===== src/rtl/cmp_arbiter.sv =====
// cmp_arbiter: two-requester round-robin scheduler sharing one branch comparator.
// Requests (cmpop, a, b, tag) are accepted over valid/ready, registered into a
// single issue stage that drives the comparator, and the comparator result is
// captured into a per-requester single-entry response buffer.
// Ports:
//   clk_i, rst_ni                  - clock, async active-low reset
//   reqN_valid_i/ready_o           - request handshake for requester N
//   reqN_cmpop_i, reqN_a_i/b_i     - branch funct3 encoding and operands
//   reqN_tag_i                     - opaque tag echoed in the response
//   respN_valid_o/ready_i          - response handshake for requester N
//   respN_br_en_o/illegal_o/tag_o  - compare result, illegal flag, tag
//   cmp_cmpop_o, cmp_a_o, cmp_b_o  - drive the shared comparator
//   cmp_br_en_i                    - comparator result
module cmp_arbiter #(
  parameter int unsigned TAG_W = 4
) (
  input  logic             clk_i,
  input  logic             rst_ni,
  input  logic             req0_valid_i,
  output logic             req0_ready_o,
  input  logic [2:0]       req0_cmpop_i,
  input  logic [31:0]      req0_a_i,
  input  logic [31:0]      req0_b_i,
  input  logic [TAG_W-1:0] req0_tag_i,
  output logic             resp0_valid_o,
  input  logic             resp0_ready_i,
  output logic             resp0_br_en_o,
  output logic             resp0_illegal_o,
  output logic [TAG_W-1:0] resp0_tag_o,
  input  logic             req1_valid_i,
  output logic             req1_ready_o,
  input  logic [2:0]       req1_cmpop_i,
  input  logic [31:0]      req1_a_i,
  input  logic [31:0]      req1_b_i,
  input  logic [TAG_W-1:0] req1_tag_i,
  output logic             resp1_valid_o,
  input  logic             resp1_ready_i,
  output logic             resp1_br_en_o,
  output logic             resp1_illegal_o,
  output logic [TAG_W-1:0] resp1_tag_o,
  output logic [2:0]       cmp_cmpop_o,
  output logic [31:0]      cmp_a_o,
  output logic [31:0]      cmp_b_o,
  input  logic             cmp_br_en_i
);

  logic [1:0] out_q, out_d;
  logic       ptr_q, ptr_d;
  logic [1:0] req_valid, req_ready, eligible, accept, resp_hs;

  logic             issue_valid_q, issue_valid_d;
  logic             issue_owner_q, issue_owner_d;
  logic [2:0]       issue_cmpop_q, issue_cmpop_d;
  logic [31:0]      issue_a_q, issue_a_d;
  logic [31:0]      issue_b_q, issue_b_d;
  logic [TAG_W-1:0] issue_tag_q, issue_tag_d;
  logic             issue_illegal;

  logic [1:0]       resp_valid_q, resp_valid_d;
  logic [1:0]       resp_br_en_q, resp_br_en_d;
  logic [1:0]       resp_illegal_q, resp_illegal_d;
  logic [TAG_W-1:0] resp_tag_q [2];
  logic [TAG_W-1:0] resp_tag_d [2];

  assign req_valid = {req1_valid_i, req0_valid_i};
  assign resp_hs   = resp_valid_q & {resp1_ready_i, resp0_ready_i};
  assign eligible  = req_valid & ~out_q;

  // Ready is independent of the requester's own valid; at most one grant per cycle.
  assign req_ready[0] = ~out_q[0] & (~ptr_q | ~eligible[1]);
  assign req_ready[1] = ~out_q[1] & (ptr_q | ~eligible[0]);
  assign accept       = req_valid & req_ready;

  assign req0_ready_o = req_ready[0];
  assign req1_ready_o = req_ready[1];

  // 010 and 011 are the only non-branch funct3 encodings.
  assign issue_illegal = (issue_cmpop_q[2:1] == 2'b01);

  always_comb begin
    out_d = out_q;
    for (int i = 0; i < 2; i++) begin
      if (accept[i]) begin
        out_d[i] = 1'b1;
      end else if (resp_hs[i]) begin
        out_d[i] = 1'b0;
      end
    end
    ptr_d = ptr_q;
    if (accept[0]) begin
      ptr_d = 1'b1;
    end else if (accept[1]) begin
      ptr_d = 1'b0;
    end
  end

  always_comb begin
    issue_valid_d = |accept;
    issue_owner_d = issue_owner_q;
    issue_cmpop_d = issue_cmpop_q;
    issue_a_d     = issue_a_q;
    issue_b_d     = issue_b_q;
    issue_tag_d   = issue_tag_q;
    if (accept[0]) begin
      issue_owner_d = 1'b0;
      issue_cmpop_d = req0_cmpop_i;
      issue_a_d     = req0_a_i;
      issue_b_d     = req0_b_i;
      issue_tag_d   = req0_tag_i;
    end else if (accept[1]) begin
      issue_owner_d = 1'b1;
      issue_cmpop_d = req1_cmpop_i;
      issue_a_d     = req1_a_i;
      issue_b_d     = req1_b_i;
      issue_tag_d   = req1_tag_i;
    end
  end

  always_comb begin
    cmp_cmpop_o = 3'b000;
    cmp_a_o     = '0;
    cmp_b_o     = '0;
    if (issue_valid_q && !issue_illegal) begin
      cmp_cmpop_o = issue_cmpop_q;
      cmp_a_o     = issue_a_q;
      cmp_b_o     = issue_b_q;
    end
  end

  // The owner's buffer is always empty when its operation issues, so no stall.
  always_comb begin
    resp_valid_d   = resp_valid_q;
    resp_br_en_d   = resp_br_en_q;
    resp_illegal_d = resp_illegal_q;
    resp_tag_d     = resp_tag_q;
    for (int i = 0; i < 2; i++) begin
      if (issue_valid_q && (issue_owner_q == i[0])) begin
        resp_valid_d[i]   = 1'b1;
        resp_br_en_d[i]   = cmp_br_en_i & ~issue_illegal;
        resp_illegal_d[i] = issue_illegal;
        resp_tag_d[i]     = issue_tag_q;
      end else if (resp_hs[i]) begin
        resp_valid_d[i] = 1'b0;
      end
    end
  end

  always_ff @(posedge clk_i or negedge rst_ni) begin
    if (!rst_ni) begin
      out_q          <= '0;
      ptr_q          <= 1'b0;
      issue_valid_q  <= 1'b0;
      issue_owner_q  <= 1'b0;
      issue_cmpop_q  <= '0;
      issue_a_q      <= '0;
      issue_b_q      <= '0;
      issue_tag_q    <= '0;
      resp_valid_q   <= '0;
      resp_br_en_q   <= '0;
      resp_illegal_q <= '0;
      resp_tag_q[0]  <= '0;
      resp_tag_q[1]  <= '0;
    end else begin
      out_q          <= out_d;
      ptr_q          <= ptr_d;
      issue_valid_q  <= issue_valid_d;
      issue_owner_q  <= issue_owner_d;
      issue_cmpop_q  <= issue_cmpop_d;
      issue_a_q      <= issue_a_d;
      issue_b_q      <= issue_b_d;
      issue_tag_q    <= issue_tag_d;
      resp_valid_q   <= resp_valid_d;
      resp_br_en_q   <= resp_br_en_d;
      resp_illegal_q <= resp_illegal_d;
      resp_tag_q[0]  <= resp_tag_d[0];
      resp_tag_q[1]  <= resp_tag_d[1];
    end
  end

  assign resp0_valid_o   = resp_valid_q[0];
  assign resp0_br_en_o   = resp_br_en_q[0];
  assign resp0_illegal_o = resp_illegal_q[0];
  assign resp0_tag_o     = resp_tag_q[0];
  assign resp1_valid_o   = resp_valid_q[1];
  assign resp1_br_en_o   = resp_br_en_q[1];
  assign resp1_illegal_o = resp_illegal_q[1];
  assign resp1_tag_o     = resp_tag_q[1];

endmodule


===== config.mk =====
export PLATFORM = sky130hd
export DESIGN_NAME = cmp_arbiter
export DESIGN_NICKNAME = d
export VERILOG_FILES = /design/src/rtl/cmp_arbiter.sv
export SDC_FILE = /design/constraint.sdc
export NUM_CORES = 1
export LEC_CHECK = 0
export BUFFER_PORTS_ARGS = -buffer_cell sky130_fd_sc_hd__buf_2
export CAP_MARGIN = 20
export CELL_PAD_IN_SITES_DETAIL_PLACEMENT = 2
export CELL_PAD_IN_SITES_GLOBAL_PLACEMENT = 2
export CORE_UTILIZATION = 27
export DETAILED_ROUTE_END_ITERATION = 12
export PLACE_DENSITY_LB_ADDON = 0.1
export SLEW_MARGIN = 0
export SYNTH_ARGS = -nofsm -noshare
export SYNTH_HDL_FRONTEND = slang
export SYNTH_SLANG_ARGS = --single-unit

===== constraint.sdc =====
create_clock -name clk_i -period 2.2 [get_ports clk_i]
set_clock_uncertainty 0.1 [all_clocks]
set_input_delay 0.33 -clock clk_i [delete_from_list [all_inputs] [get_ports clk_i]]
set_output_delay 0.33 -clock clk_i [all_outputs]
set_load 0.05 [all_outputs]

==> out/results.ini, run 1 <==
[logic_synthesis]
synth_edf_count=0
ys.flop_type=dfrtp_1
ys_warn_count=0
syn_area_per_cell_um2=10.45
synth_top_area_cell=dfrtp_1
ys_seq_area_share_pct=45.48
synthTopCellsByCount=and3_1, dfrtp_1, a221o_1, o21a_1, clkbuf_1
yosysTopAreaCellShare_pct=45.48
synth_fp_nets=623
synth_area_leaders=dfrtp_1, and3_1, a221o_1
synthArstFlopShare_pct=100.0
syn_inst=474
syn_area_um2=4952
yosysMostFrequentCell=and3_1
synth_seq_cells=90
synth_cell_types=23

[detailed_routing]
drt_iter0_markers=170
top_layer_used=met5
drt-pass1-iter-count=4
drtAntennaViolNets=0
route.vias.total=4789
post_drt_wl_per_cell_um=20.95
drt-total-wl_um=19120
wl_met1_um=8682
wl_met3_um=1036
met2_length_um=9057
drcViolationCount=0
routed_via_density=5.245

[sta]
slew_headroom_pct=64.77
tightest_slew_ns=0.5284
setup_viol_count_final=0
setup-tns-final_ns=0
min_period_ns=2.055
whs_ns=0.1064
rsz0062_at_grt=false
setup_slack_ns=0.1452
slew_viol_final=0
period_share_pct=93.40
hold_viol_final=0
fmax_mhz=486.7

[floorplanning]
start_util_pct=27.57
core_region_area_um2=17960
num_rows=49
dieArea_um2=18890
die_w_um=137.4
ios=232
die_y_um=137.4

[final_layout]
area_growth_pct=35.88
drive_gt1_share_pct=41.26
layout.nets=825
fin_area_um2=6729

[place]
post-dp-hpwl_um=12880
pre_cts_slack_ns=0.4130
place_congestion=0.7528
io_buffers=231
place_area_um2=6331

[cts]
cts_root_buffer=clkbuf_16
cts_tree=yes
cts.path.max_buffers=2
cts_made_buffers=9
cts.sinks=90
h-tree-depth=3
path_clk_slew_ns=0.06
cts_setup_buffers=0
clock_latency_ns=0.35

[run]
maxCapViolCount=0

[worst_setup_path]
cp.arrival_ns=1.62
cp_max_fo=31
r2r-start=out_q[0]
end_kind=primary output
r2r_end=issue_a_q[7]
rrSetupSlack_ns=0.43
cp-start-kind=flip-flop
cp.required_ns=1.77
critical_path_class=flip-flop to primary output
r2r_cells=4

[global_routing]
grtUsageTotal_pct=20.22
grt_pass1_vias=5120
antenna_found_initial=3
grt_pass1_wl_um=28880
grt_max_degree=91
grt_overflow=0

[pwr]
p_leak_nw=3.698
irDropWorstVdd_mv=0.5661
pwr_density_cell_nw_per_um2=1686

[min_path]
hold_end=resp_valid_q[0]
hold_depth=2
hp-class=input port to flip-flop
min-delay-start=resp0_ready_i

[status]
status=finished, final reports clean

## placed cells by master, fill, tap and decap left out, drive strengths merged
cell type and instances:
nand2 15, o21ai 7, clkbuf 10, and2 1, or2b 1, dlygate4sd3 1
and3 137, clkinvlp 1, mux2 8, a21oi 1, a221o 71, nand3b 1
bufinv 3, mux2i 1, diode 3, inv 5, buf 249, o21a 71
nand2b 2, nor2b 2, nor2 3, dfrtp 90, clkinv 1
## state kept, by name, indices dropped and copies added (netlist names)
signal	cells
issue_owner_q	1
resp_illegal_q	2
issue_a_q	32
resp1_tag_o	4
issue_tag_q	4
ptr_q	1
resp0_tag_o	4
issue_b_q	32
resp_valid_q	2
issue_cmpop_q	3
issue_valid_q	1
out_q	2
resp_br_en_q	2
## report_power, final
group | total, W | leakage (nW) | switching [W] | internal (W)
Combinational | 0.00641 | 2.46 | 0.00424 | 0.00217
Clock | 0.00184 | 0.167 | 0.000717 | 0.00112
Sequential | 0.00309 | 1.08 | 0.000584 | 0.00251
## per-layer routing
layer / vias up / GRT usage [%]
met5: - / 0
met4: 2 / 7.021
met3: 23 / 3.642
met2: 160 / 32.47
met1: 2381 / 27.14
li1: 2223 / -
## timing repair
action                     4_1_cts  5_1_grt
setup endpoints to repair        0       20
gates resized for setup          0        2
hold buffers                     1        0
hold endpoints to repair        90        0
## kinds of logic after synthesis
family          Yosys count  synth area share, %
compound gates          150                25.92
buf+inv                  63                6.746
flops                    90                45.48
mux                       9                2.021
simple gates            162                19.83
## stage by stage
step                std cells  total power (W)  utilization [%]
floorplan                 474         0.007710                -
detailed placement        892         0.009534            35.24
global placement          892         0.009389            35.24
finish                    913          0.01134            37.46
CTS                       909          0.01146            37.24
global route              911          0.01202            37.43
## how the worst max path moves through the flow
stage | start | endpoint | slack, ns | depth (start not counted)
2_1_floorplan | req1_valid_i | req0_ready_o | 0.19 | 4
3_3_place_gp | issue_valid_q | cmp_b_o[21] | 0.41 | 3
3_5_place_dp | out_q[0] | issue_a_q[25] | 0.41 | 4
4_1_cts | issue_valid_q | cmp_b_o[27] | 0.04 | 3
5_1_grt | out_q[1] | req0_ready_o | 0.05 | 4
6_report | issue_valid_q | cmp_b_o[27] | 0.15 | 3
## worst max-delay path: stages (launching register included)
cell	delay, ns
dfrtp_4	0.60
buf_12	0.21
and3_1	0.19
buf_2	0.26
## final cells by class
class,instances,area (um^2)
Tap cell,229,286.5
Timing Repair Buffer,251,1433
Clock inverter,7,123.9
Inverter,3,11.26
Sequential cell,90,2256
Clock buffer,9,225.2
Antenna cell,3,7.507
Multi-Input combinational cell,321,2386
Fill cell,1993,11230
Note: power is estimated with default switching activity, not from simulation.
==> run 2, diff against run 1 <==
- CELL_PAD_IN_SITES_DETAIL_PLACEMENT: 2 -> not set
- CELL_PAD_IN_SITES_GLOBAL_PLACEMENT: 2 -> not set
- CORE_MARGIN: not set -> 3
- CORE_UTILIZATION: 27 -> 47
- PLACE_DENSITY: not set -> 0.81
- PLACE_DENSITY_LB_ADDON: 0.1 -> not set
==> out/results.ini, run 2 (synthesized netlist as in run 1, its figures left out) <==
[final_layout]
fill_cells=867  ; -56%
reg.largest.list=issue_a_q x32, issue_b_q x32
final_cell_mix=buf_2, and3_1, dfrtp_1, o21a_1, a221o_1
fin_area_um2=6345  ; -5.7%
seqCellArea_um2=2252  ; -0.17%
finish.utilization_pct=63.45  ; +26 points
layout.nets=821  ; -0.48%
num_antenna_cells=0  ; -3
drive_gt1_share_pct=40.38  ; -0.88 points
instances_no_fill=809  ; -11%
area_growth_pct=28.12
final_common_cell=buf_2
multi_input_area_um2=2386  ; unchanged

[worst_setup_path]
cp_slowest_cell=dfrtp_1
cp-start-kind=flip-flop
cp_max_fo=68  ; +120%
end_kind=primary output
cp_cell_sequence=nand2b_2, buf_12, and3_1, buf_2
critical_path_class=flip-flop to primary output
cp.arrival_ns=1.64  ; +0.02 ns
cp.required_ns=1.77  ; about the same
max_stage_delay_ns=0.38  ; -0.22 ns

[sta]
slew_viol_final=0  ; unchanged
slew_headroom_pct=72.63  ; +7.9 points
setup-tns-final_ns=0  ; unchanged
whs_ns=0.08658  ; -0.01978 ns
tightest_slew_ns=0.4105  ; -0.1179 ns
rsz0062_at_grt=false
hold_viol_final=0  ; unchanged
period_share_pct=94.09  ; +0.69 points
setup_viol_count_final=0  ; unchanged
min_period_ns=2.070  ; +0.01517 ns
fmax_mhz=483.1  ; -0.73%

[detailed_routing]
drt-pass1-iter-count=5  ; +1
drtAntennaViolNets=0  ; unchanged
post_drt_wl_per_cell_um=18.53  ; -12%
drt-total-wl_um=14990  ; -22%
drt_iter0_markers=409  ; +140%
route.vias.total=4781  ; -0.17%
drcViolationCount=0  ; unchanged
routed_via_density=5.910  ; +13%

[cts]
h-tree-depth=3  ; unchanged
path_clk_slew_ns=0.08  ; +0.02 ns
cts_hold_buf=1  ; unchanged
cts_tree=yes
cts.sinks=90  ; unchanged
cts.path.max_buffers=2  ; unchanged
cts_setup_buffers=0  ; unchanged
cts_root_buffer=clkbuf_8
clock_latency_ns=0.34  ; about the same
cts_made_buffers=9  ; unchanged
cts-resized-gates=0  ; unchanged

[floorplanning]
dieArea_um2=11800  ; -37%
num_rows=36  ; -27%
die_y_um=108.7  ; -21%
ios=232  ; unchanged
core_region_area_um2=10000  ; -44%
die_w_um=108.7  ; -21%
start_util_pct=49.52  ; +22 points

[pwr]
irDropWorstVdd_mv=0.7016  ; +24%
p_leak_nw=3.591  ; -2.9%
pwr_density_cell_nw_per_um2=1616  ; -4.1%

[place]
placed_cells=793  ; -11%
place_congestion=0.8013  ; +6.4%
io_buffers=231  ; unchanged
place_area_um2=6150  ; -2.9%
post-dp-hpwl_um=10280  ; -20%

[global_routing]
grt_pass1_vias=4519  ; -12%
antenna_found_initial=0  ; -3
grt_pass1_wl_um=23140  ; -20%
grt_overflow=0  ; unchanged
grtUsageTotal_pct=24.77  ; +4.5 points
grt_max_degree=115  ; +26%

[run]
maxCapViolCount=0  ; unchanged

[status]
status=finished, final reports clean

[min_path]
hp-class=input port to flip-flop

-- run 2: power by group --
group / total, W / internal, W / switching [W]
sequential: 0.00302 / 0.00250 / 0.000516
clock: 0.00109 / 0.000548 / 0.000542
combinational: 0.00614 / 0.00205 / 0.00409
total: 0.0103 / 0.00510 / 0.00515
-- run 2: final timing paths --
path,startpoint,endpoint,slack (ns),cells after the start
min,resp0_ready_i,resp_valid_q[0],0.09,2
min in group asynchronous,rst_ni,issue_a_q[0],0.34,2
max in group asynchronous,rst_ni,issue_valid_q,0.97,3
min reg2reg,resp_illegal_q[1],resp_illegal_q[1],0.39,2
max reg2reg,out_q[0],issue_b_q[14],0.45,4
max,issue_cmpop_q[2],cmp_a_o[3],0.13,4
-- run 2: routing by layer --
layer	wire, um	vias up	share of wire, %	GRT usage [%]
li1	-	2209	-	-
met3	1338	24	8.9	4.677
met4	248	0	1.7	7.124
met2	7323	254	49	41.31
met5	0	-	0	0
met1	6081	2294	41	33.05
-- run 2: critical path, delay by kind of cell, from the launching register on --
family / cells / cell delay, ns
flip-flops: 1 / 0.38
AND/OR/NAND/NOR: 2 / 0.37
buffers and inverters: 2 / 0.51
-- run 2: layout make-up --
cell class              instances  area share (%)
well taps                     133           2.623
repair buffers                247           21.18
inverters                       3          0.1775
clock inverters                 3          0.6310
clock buffers                  12           2.288
multi-input cells             321           37.61
flip-flops and latches         90           35.50
-- run 2: per-stage QoR --
stage | worst slack [ns] | total power, W
floorplan | 0.1850 | 0.007710
global placement | 0.5037 | 0.009053
detailed placement | 0.4520 | 0.009193
CTS | 0.1434 | 0.01030
global route | 0.04912 | 0.01085
finish | 0.1300 | 0.01025
==> run 3, diff against run 2 <==
- PLACE_DENSITY: 0.81 -> 0.92
==> out/results.ini, run 3 (synthesized netlist as in run 1, its figures left out) <==
[status]
status=finished, final reports clean

[sta]
hold_viol_final=0  ; unchanged
fmax_mhz=479.9  ; -0.66%
setup_viol_count_final=0  ; unchanged
rsz0062_at_grt=false
tightest_slew_ns=0.5942  ; +0.1837 ns
slew_headroom_pct=60.38  ; -12 points
min_period_ns=2.084  ; +0.01372 ns
setup-tns-final_ns=0  ; unchanged
period_share_pct=94.71  ; +0.62 points
slew_viol_final=0  ; unchanged

[worst_setup_path]
cp_max_fo=37  ; -46%
max_stage_delay_ns=0.41  ; +0.03 ns
cp_slowest_cell=dfrtp_1
cp.required_ns=1.77  ; about the same
end_kind=primary output
cp_cell_sequence=nand2b_2, buf_4, and3_1, buf_2
critical_path_class=flip-flop to primary output
cp-start-kind=flip-flop
cp.arrival_ns=1.65  ; about the same

[pwr]
p_leak_nw=3.631  ; +1.1%
power_w=0.01067  ; +4.1%
irDropWorstVdd_mv=0.7848  ; +12%
pwr_density_cell_nw_per_um2=1662  ; +2.8%

[cts]
cts.path.max_buffers=2  ; unchanged
cts_root_buffer=clkbuf_8
h-tree-depth=3  ; unchanged
path_clk_slew_ns=0.09  ; about the same
cts_made_buffers=9  ; unchanged
cts_tree=yes
cts_setup_buffers=0  ; unchanged
clock_latency_ns=0.35  ; about the same
cts.sinks=90  ; unchanged

[floorplanning]
num_rows=36  ; unchanged
core_region_area_um2=10000  ; unchanged
dieArea_um2=11800  ; unchanged
die_y_um=108.7  ; unchanged
die_w_um=108.7  ; unchanged
ios=232  ; unchanged
start_util_pct=49.52  ; unchanged

[detailed_routing]
drcViolationCount=0  ; unchanged
post_drt_wl_per_cell_um=18.24  ; -1.6%
drt-pass1-iter-count=5  ; unchanged
drt_iter0_markers=367  ; -10%
drt-total-wl_um=14850  ; -0.97%
routed_via_density=5.937  ; +0.47%
route.vias.total=4833  ; +1.1%
drtAntennaViolNets=0  ; unchanged

[final_layout]
reg.largest.list=issue_a_q x32, issue_b_q x32
layout.nets=825  ; +0.49%
fill_cells=827  ; -4.6%
num_antenna_cells=0  ; unchanged
multi_input_area_um2=2386  ; unchanged
final_cell_mix=buf_2, and3_1, dfrtp_1, o21a_1, a221o_1
final_common_cell=buf_2
seqCellArea_um2=2252  ; unchanged
area_growth_pct=29.66
drive_gt1_share_pct=40.82  ; +0.44 points

[global_routing]
grt_overflow=0  ; unchanged
grt_pass1_vias=4670  ; +3.3%
antenna_found_initial=0  ; unchanged
grt_pass1_wl_um=23240  ; +0.42%
grtUsageTotal_pct=24.67  ; -0.10 points
grt_max_degree=57  ; -50%

[place]
io_buffers=231  ; unchanged
place_congestion=0.8146  ; +1.7%
post-dp-hpwl_um=10460  ; +1.8%

[min_path]
hp-class=input port to flip-flop

[run]
maxCapViolCount=0  ; unchanged

[run 3: through the flow]
| step | setup WS [ns] | instance area (um^2) | utilization [%] | std cells | hold WS, ns |
|---|---|---|---|---|---|
| after floorplan | 0.1850 | 4952 | - | 474 | -0.06559 |
| after global placement | 0.4294 | 6130 | 61.30 | 797 | 0.2627 |
| after detailed placement | 0.3589 | 6130 | 61.30 | 797 | 0.2692 |
| after CTS | 0.1080 | 6421 | 64.21 | 814 | 0.06142 |
| after global routing | 0.02960 | 6421 | 64.21 | 814 | 0.06330 |
| final | 0.1163 | 6421 | 64.21 | 814 | 0.07853 |
[run 3: worst paths after layout]
kind / start / to / slack, ns / cells past startpoint
hold / removal: resp1_ready_i / resp_valid_q[1] / 0.08 / 2
setup / recovery: issue_cmpop_q[1] / cmp_b_o[19] / 0.12 / 4
max in group asynchronous: rst_ni / issue_a_q[24] / 0.96 / 3
setup reg to reg: out_q[1] / issue_b_q[7] / 0.32 / 5
min in group asynchronous: rst_ni / issue_b_q[4] / 0.42 / 2
hold reg to reg: resp_illegal_q[1] / resp_illegal_q[1] / 0.40 / 2
[run 3: power breakdown]
part / total (W) / switching, W / leakage (nW) / internal, W
Combinational: 0.00609 / 0.00408 / 2.42 / 0.00201
Sequential: 0.00302 / 0.000521 / 1.08 / 0.00250
Clock: 0.00156 / 0.000572 / 0.138 / 0.000986
Total: 0.0107 / 0.00518 / 3.63 / 0.00549
[run 3: final cells by class]
cell class | instances | area share, %
clock inverter | 5 | 2.338
sequential | 90 | 35.07
clock buffer | 11 | 2.046
timing repair buffer | 251 | 20.62
inverter | 3 | 0.1754
multi-input combinational | 321 | 37.16
tap | 133 | 2.592
[run 3: layer usage]
metal	vias up	wire [um]	GRT usage [%]	share of wire, %
met4	0	341	8.837	2.3
met5	-	0	0	0
met1	2351	6110	32.48	41
met3	31	1098	3.789	7.4
met2	230	7295	41.44	49
li1	2221	-	-	-
[run 3: timing repair]
| item | CTS | global route |
|---|---|---|
| hold buffers | 1 | 0 |
| endpoints found under the hold margin | 42 | 0 |
| resized for setup | 0 | 0 |
| endpoints found under the setup margin | 0 | 0 |
[run 3: critical path: cells and delay by family (launching register included)]
kind	cells	cell delay, ns
buf+inv	2	0.57
flops	1	0.41
simple gates	2	0.31
